--- src/rtl/stream_divider.sv ---
// Pipelined restoring divider: STAGES register stages, each resolving DATA_LEN/STAGES quotient bits.
// Define STREAM_DIVIDER_SIGNED_EN to compile in two's-complement operand handling.
module stream_divider #(
   parameter int unsigned DATA_LEN = 32,
   parameter int unsigned STAGES   = 8,
   parameter int unsigned ID_W     = 8
) (
   input  logic                clk,
   input  logic                reset,
   input  logic                in_valid,
   output logic                in_ready,
   input  logic [DATA_LEN-1:0] in_a,
   input  logic [DATA_LEN-1:0] in_b,
   input  logic                in_signed,
   input  logic [ID_W-1:0]     in_id,
   output logic                out_valid,
   input  logic                out_ready,
   output logic [DATA_LEN-1:0] out_quot,
   output logic [DATA_LEN-1:0] out_rem,
   output logic                out_dbz,
   output logic [ID_W-1:0]     out_id
);

   localparam int unsigned BPS  = DATA_LEN / STAGES;
   localparam int unsigned LAST = STAGES - 1;

   typedef struct packed {
      logic                valid;
      logic [ID_W-1:0]     id;
      logic                neg_q;
      logic                neg_r;
      logic                dbz;
      logic [DATA_LEN-1:0] dvs;
      logic [DATA_LEN-1:0] rem;
      logic [DATA_LEN-1:0] quo;
   } stage_t;

   stage_t stage_q [STAGES];
   stage_t stage_d [STAGES];
   stage_t beat_in;
   logic   advance;

   // quo starts as the dividend; its bits shift out into rem as quotient bits shift in
   function automatic stage_t iterate(input stage_t s);
      stage_t            r;
      logic [DATA_LEN:0] trial;
      r = s;
      for (int unsigned i = 0; i < BPS; i++) begin
         trial = {r.rem, r.quo[DATA_LEN-1]};
         r.quo = r.quo << 1;
         if (trial >= {1'b0, r.dvs}) begin
            trial    = trial - {1'b0, r.dvs};
            r.quo[0] = 1'b1;
         end
         r.rem = trial[DATA_LEN-1:0];
      end
      return r;
   endfunction

   function automatic stage_t finish(input stage_t s);
      stage_t r;
      r = s;
`ifdef STREAM_DIVIDER_SIGNED_EN
      if (r.neg_q) r.quo = -r.quo;
      if (r.neg_r) r.rem = -r.rem;
`endif
      if (r.dbz) r.quo = '1;
      return r;
   endfunction

`ifndef STREAM_DIVIDER_SIGNED_EN
   logic unused_signed;
   always_comb unused_signed = in_signed;
`endif

   always_comb begin
      beat_in       = '0;
      beat_in.valid = in_valid;
      beat_in.id    = in_id;
      beat_in.dbz   = (in_b == '0);
      beat_in.quo   = in_a;
      beat_in.dvs   = in_b;
`ifdef STREAM_DIVIDER_SIGNED_EN
      // Magnitudes are divided; a zero divisor still restores rem to a via neg_r
      if (in_signed) begin
         beat_in.neg_q = in_a[DATA_LEN-1] ^ in_b[DATA_LEN-1];
         beat_in.neg_r = in_a[DATA_LEN-1];
         if (in_a[DATA_LEN-1]) beat_in.quo = -in_a;
         if (in_b[DATA_LEN-1]) beat_in.dvs = -in_b;
      end
`endif
   end

   always_comb begin
      stage_d[0] = iterate(beat_in);
      for (int unsigned s = 1; s < STAGES; s++) begin
         stage_d[s] = iterate(stage_q[s-1]);
      end
      stage_d[LAST] = finish(stage_d[LAST]);
   end

   // Reset is folded in so in_ready stays high while the pipeline is being flushed
   always_comb begin
      advance  = reset || !stage_q[LAST].valid || out_ready;
      in_ready = advance;
   end

   always_ff @(posedge clk) begin
      if (reset) begin
         for (int unsigned s = 0; s < STAGES; s++) begin
            stage_q[s] <= '0;
         end
      end else if (advance) begin
         for (int unsigned s = 0; s < STAGES; s++) begin
            stage_q[s] <= stage_d[s];
         end
      end
   end

   always_comb begin
      out_valid = stage_q[LAST].valid;
      out_quot  = stage_q[LAST].quo;
      out_rem   = stage_q[LAST].rem;
      out_dbz   = stage_q[LAST].dbz;
      out_id    = stage_q[LAST].id;
   end

endmodule

--- config.mk ---
export PLATFORM = sky130hd
export DESIGN_NAME = stream_divider
export DESIGN_NICKNAME = d
export VERILOG_FILES = /design/src/rtl/stream_divider.sv
export SDC_FILE = /design/constraint.sdc
export NUM_CORES = 2
export LEC_CHECK = 0
export BUFFER_PORTS_ARGS = -buffer_cell sky130_fd_sc_hd__buf_4
export CAP_MARGIN = 20
export CORE_MARGIN = 1.5
export CORE_UTILIZATION = 40
export CTS_CLUSTER_DIAMETER = 150
export DETAILED_ROUTE_END_ITERATION = 8
export GPL_TIMING_DRIVEN = 0
export PLACE_DENSITY = 0.54
export SYNTH_ARGS = -nofsm -noshare
export SYNTH_HDL_FRONTEND = slang
export SYNTH_SLANG_ARGS = --single-unit
--- constraint.sdc ---
create_clock -name clk -period 34.6 [get_ports clk]
set_input_delay 0 -clock clk [delete_from_list [all_inputs] [get_ports clk]]
set_output_delay 0 -clock clk [all_outputs]
set_load 0.03 [all_outputs]
### After elaboration in Yosys (flattened, before gate mapping)

Memories as Yosys holds them, arrays and structs flattened.
Cells that the tools add are included.
Widths: inputs -> output; s select.

* multiplexer cells: 78
* reduce and logical (&&, ||, !) cells: 4
* magnitude comparators: 32
* add/subtract/negate cells: 32
* bitwise gates (word level): 8

Operator list (count)
* $mux 32: 33
* $ge 33x32->1: 31
* $sub 32x32->32: 31
* $mux 108: 8
* $mux 1: 37
* $ge 1x32->1: 1
* $logic_not 32->1: 1
* $sub 1x32->32: 1
* $or 1x1->1: 8
* $logic_or 1x1->1: 2
* $logic_not 1->1: 1

* word-level logic and storage cells: 155
* input port bits: 77
* RAM bits: 864
* memories: 1
* register bits: 0

Memories
* stage_q: words 8, width 108, read ports 8, clocked after memory_dff 0, wr ports 8, RTL line 38 `stage_t stage_q [STAGES];`

### Depth between registers and ports, before layout

An unclocked memory read counts as a cell.

* depth in word-level cells: 11
* depth in mapped cells: 59

### Worst setup path after synthesis

OpenSTA, ideal clock, no wires.

* path type: register -> register
* from: memory stage_q[1][431] (netlist name)
* to: memory stage_q[0][0] (netlist name) (enable)
* cell stages (with the launch flop): 2
* path slack: 8.559 ns
* period minus slack after synthesis: 26.041 ns
* path buffers: 0
* arrival: 18.466 ns
* path through: edfxtp_1 nand3b_1

RTL lines (RTL line)
* start: declaration: 38

==> reports/metrics.yaml <==
outcome:
  status: "completed"
finish:
  regMostFlops: "stage_q"
  drive_gt1_frac: 0.0883
  fin_util: 0.447
  multi_input_area_mm2: 0.0611
  area_growth_pct: 10.9
  fill_cells: 21959
  nets: 11829
  top_regs: "stage_q x816"
  largest_reg_flops: 816
  regArea_mm2: 0.0245
synthesis:
  synthArstFlopShare: 0
  synthAdderAreaFrac: 0.146
  yosysTopAreaCellShare: 0.273
  synth_top_family_by_area: "compound AO/OA/AOI/OAI gates"
  synthFlopType: "edfxtp_1"
  synthTopCellsByCount: "nor2_1, ha_1, a21oi_1, edfxtp_1, nand2_1"
  synth_nets: 11446
  syn_inst: 10344
  ys.warnings.count: 0
  synth.most_common_cell: "nor2_1"
  yosys-top-cells-area: "edfxtp_1, ha_1, xnor2_1, a21oi_1, nor2_1"
  synth_edf_count: 816
  synth-seq-cells: 816
  syn_area_per_cell_um2: 8.67
  synthMuxAreaShare: 0.0651
  yosysSeqAreaShare: 0.273
  yosysTopAreaCell: "edfxtp_1"
  synth_compound_area_frac: 0.224
  synthSimpleGateAreaFrac: 0.167
  synth_xor_area_frac: 0.0796
  syn-cell-area_mm2: 0.0897
  synth.distinct_cells: 111
timing:
  slew_viol_final: 0
  finalSetupViolCount: 0
  worst_slew_pin_slew_ns: 1.25
  finalCriticalPeriod_ns: 17.61
  period_share: 0.509
  clock_skew_ns: 0.0452
  fmax_mhz: 56.8
  slew_headroom: 0.169
  finalHoldViolCount: 0
  grt_setup_unrepaired: "false"
global_route:
  grt_pass1_wl_um: 458000
  grt_usage: 0.259
  grt-ovfl-total: 0
  grt_start_max_net_pins: 22
  first_global_vias: 75535
  antenna_found_initial: 12
critical_path:
  critical_path_arrival_ns: 18.03
  startpoint: "stage_q[0][294]$_SDFFCE_PN0P_"
  cp_slowest_cell: "clkbuf_1"
  cp-start-kind: "flip-flop"
  rrSetupSlack_ns: 16.99
  critPathMaxStageDelay_ns: 0.81
  crit_required_ns: 35.02
  cp_max_fo: 10
  worstSetupPathType: "flip-flop to flip-flop"
  end_kind: "flip-flop"
  r2r-end: "stage_q[0][384]$_SDFFCE_PN0P_"
  r2r_cells: 57
  crit_top_cell: "clkbuf_1"
  r2r-start: "stage_q[0][294]$_SDFFCE_PN0P_"
min_path:
  whs_endpoint: "stage_q[0][10]$_SDFFCE_PN0P_"
  min_from: "in_a[6]"
  holdPathStages: 3
  hp-class: "primary input to flip-flop"
clock_network:
  clock-root-buffer: "clkbuf_16"
  cts_sinks: 816
  cts_resized: 0
  clk_pin_slew_ns: 0.06
  holdBufCountCts: 73
  cts_buffers: 98
  h-tree-depth: 3
  cts.path.max_buffers: 3
  cts_tree: "done"
  post_cts_buffers: 0
  worstSkewPairLatency_ns: 0.74
routing:
  routed_wl_um: 307000
  drc_errors: 0
  first_iter_violations: 6664
  ant_nets: 0
  wl_per_cell_um: 22.3
  dr_total_vias: 79798
  vias_per_cell: 5.79
  drt_first_pass_iters: 7
floorplan:
  initial_core_util: 0.403
  rows: 173
  die_h_um: 476
  die_width_um: 476
  core-area_mm2: 0.223
  dieArea_mm2: 0.227
  boundaryPins: 152
placement:
  globalplace.congestion: 0.940
  hpwl_um: 255000
  io_buffers: 150
run:
  cap_viol_max_count: 0
[cell type report]
type / instances / area share
Multi-Input combinational cell: 8569 / 0.614
Sequential cell: 816 / 0.246
Tap cell: 2975 / 0.0374
Timing Repair Buffer: 283 / 0.0290
Clock buffer: 116 / 0.0253
Inverter: 581 / 0.0219
Buffer: 378 / 0.0192
Clock inverter: 64 / 0.00623
Antenna cell: 1 / 0.0000252
[worst max-delay path: cells and delay by family, from the launching register on]
| family | cells | cell delay (ns) |
|---|---|---|
| AOI/OAI and AO/OA | 27 | 6.76 |
| adders and majority gates | 4 | 1.38 |
| buffers and inverters | 10 | 4.63 |
| DFF | 1 | 0.36 |
| muxes | 1 | 0.37 |
| and+or+nand+nor | 15 | 3.77 |
[cell usage in the layout, fill, tap and decap left out, drive strengths merged, types with 29 or more instances in the layout]
cell type / count
mux2: 311
nand2b: 122
buf: 375
inv: 594
mux2i: 233
dlygate4sd3: 73
o31ai: 64
xnor2: 558
o21ai: 646
nor3: 166
a221o: 31
nor2: 1027
clkinv: 39
o211ai: 45
o21a: 158
and2: 294
clkbuf: 328
ha: 994
a31o: 29
xor2: 257
nor4: 48
a21o: 476
a21oi: 879
fa: 31
a211oi: 107
a211o: 39
nor2b: 177
nand3: 218
and3: 80
or3: 52
or2: 47
a21boi: 53
nand2: 650
a31oi: 82
edfxtp: 816
nand4: 140
o221ai: 39
o21bai: 130
[kinds of logic (layout without fill, tap and decap cells)]
kind of cell,Yosys count,in the layout
multiplexers,544,544
XOR/XNOR,815,815
AND/OR/NAND/NOR,3109,3109
other,0,1
adder cells (fa/ha/maj),1025,1025
flip-flops,816,816
AO/OA/AOI/OAI,3076,3076
buffers and inverters,959,1422
[worst max path at each step]
stage | to | slack, ns | depth (start not counted)
2_1_floorplan | stage_q[0][0]$_SDFFCE_PN0P_ | 8.56 | 1
3_3_place_gp | stage_q[0][93]$_SDFFCE_PN0P_ | -2.58 | 3
3_5_place_dp | stage_q[0][384]$_SDFFCE_PN0P_ | 17.39 | 56
4_1_cts | stage_q[0][250]$_SDFFCE_PN0P_ | 17.29 | 55
5_1_grt | stage_q[0][384]$_SDFFCE_PN0P_ | 16.16 | 57
6_report | stage_q[0][384]$_SDFFCE_PN0P_ | 16.99 | 57
[routing by layer]
layer	global-route usage	vias to the layer above	wire, µm
li1	-	38894	-
met1	0.360	38194	142000
met2	0.407	2283	135000
met3	0.0395	421	18900
met4	0.0920	6	11600
met5	0.00336	-	135
[per-stage QoR]
stage	TNS [ns]	std cells	cell area [µm²]	hold WS, ns	setup WS, ns
floorplan	0	10344	89700	0.197	8.56
global placement	-1996.13	13469	94500	0.278	-2.58
detailed placement	0	13527	95600	0.281	17.39
CTS	0	13780	99400	0.0456	17.29
global route	0	13783	99400	0.0770	16.16
finish	0	13783	99400	0.110	16.99
Power is not shown: default switching activity piles up to over one toggle a cycle in this logic, so the estimate is an artifact.
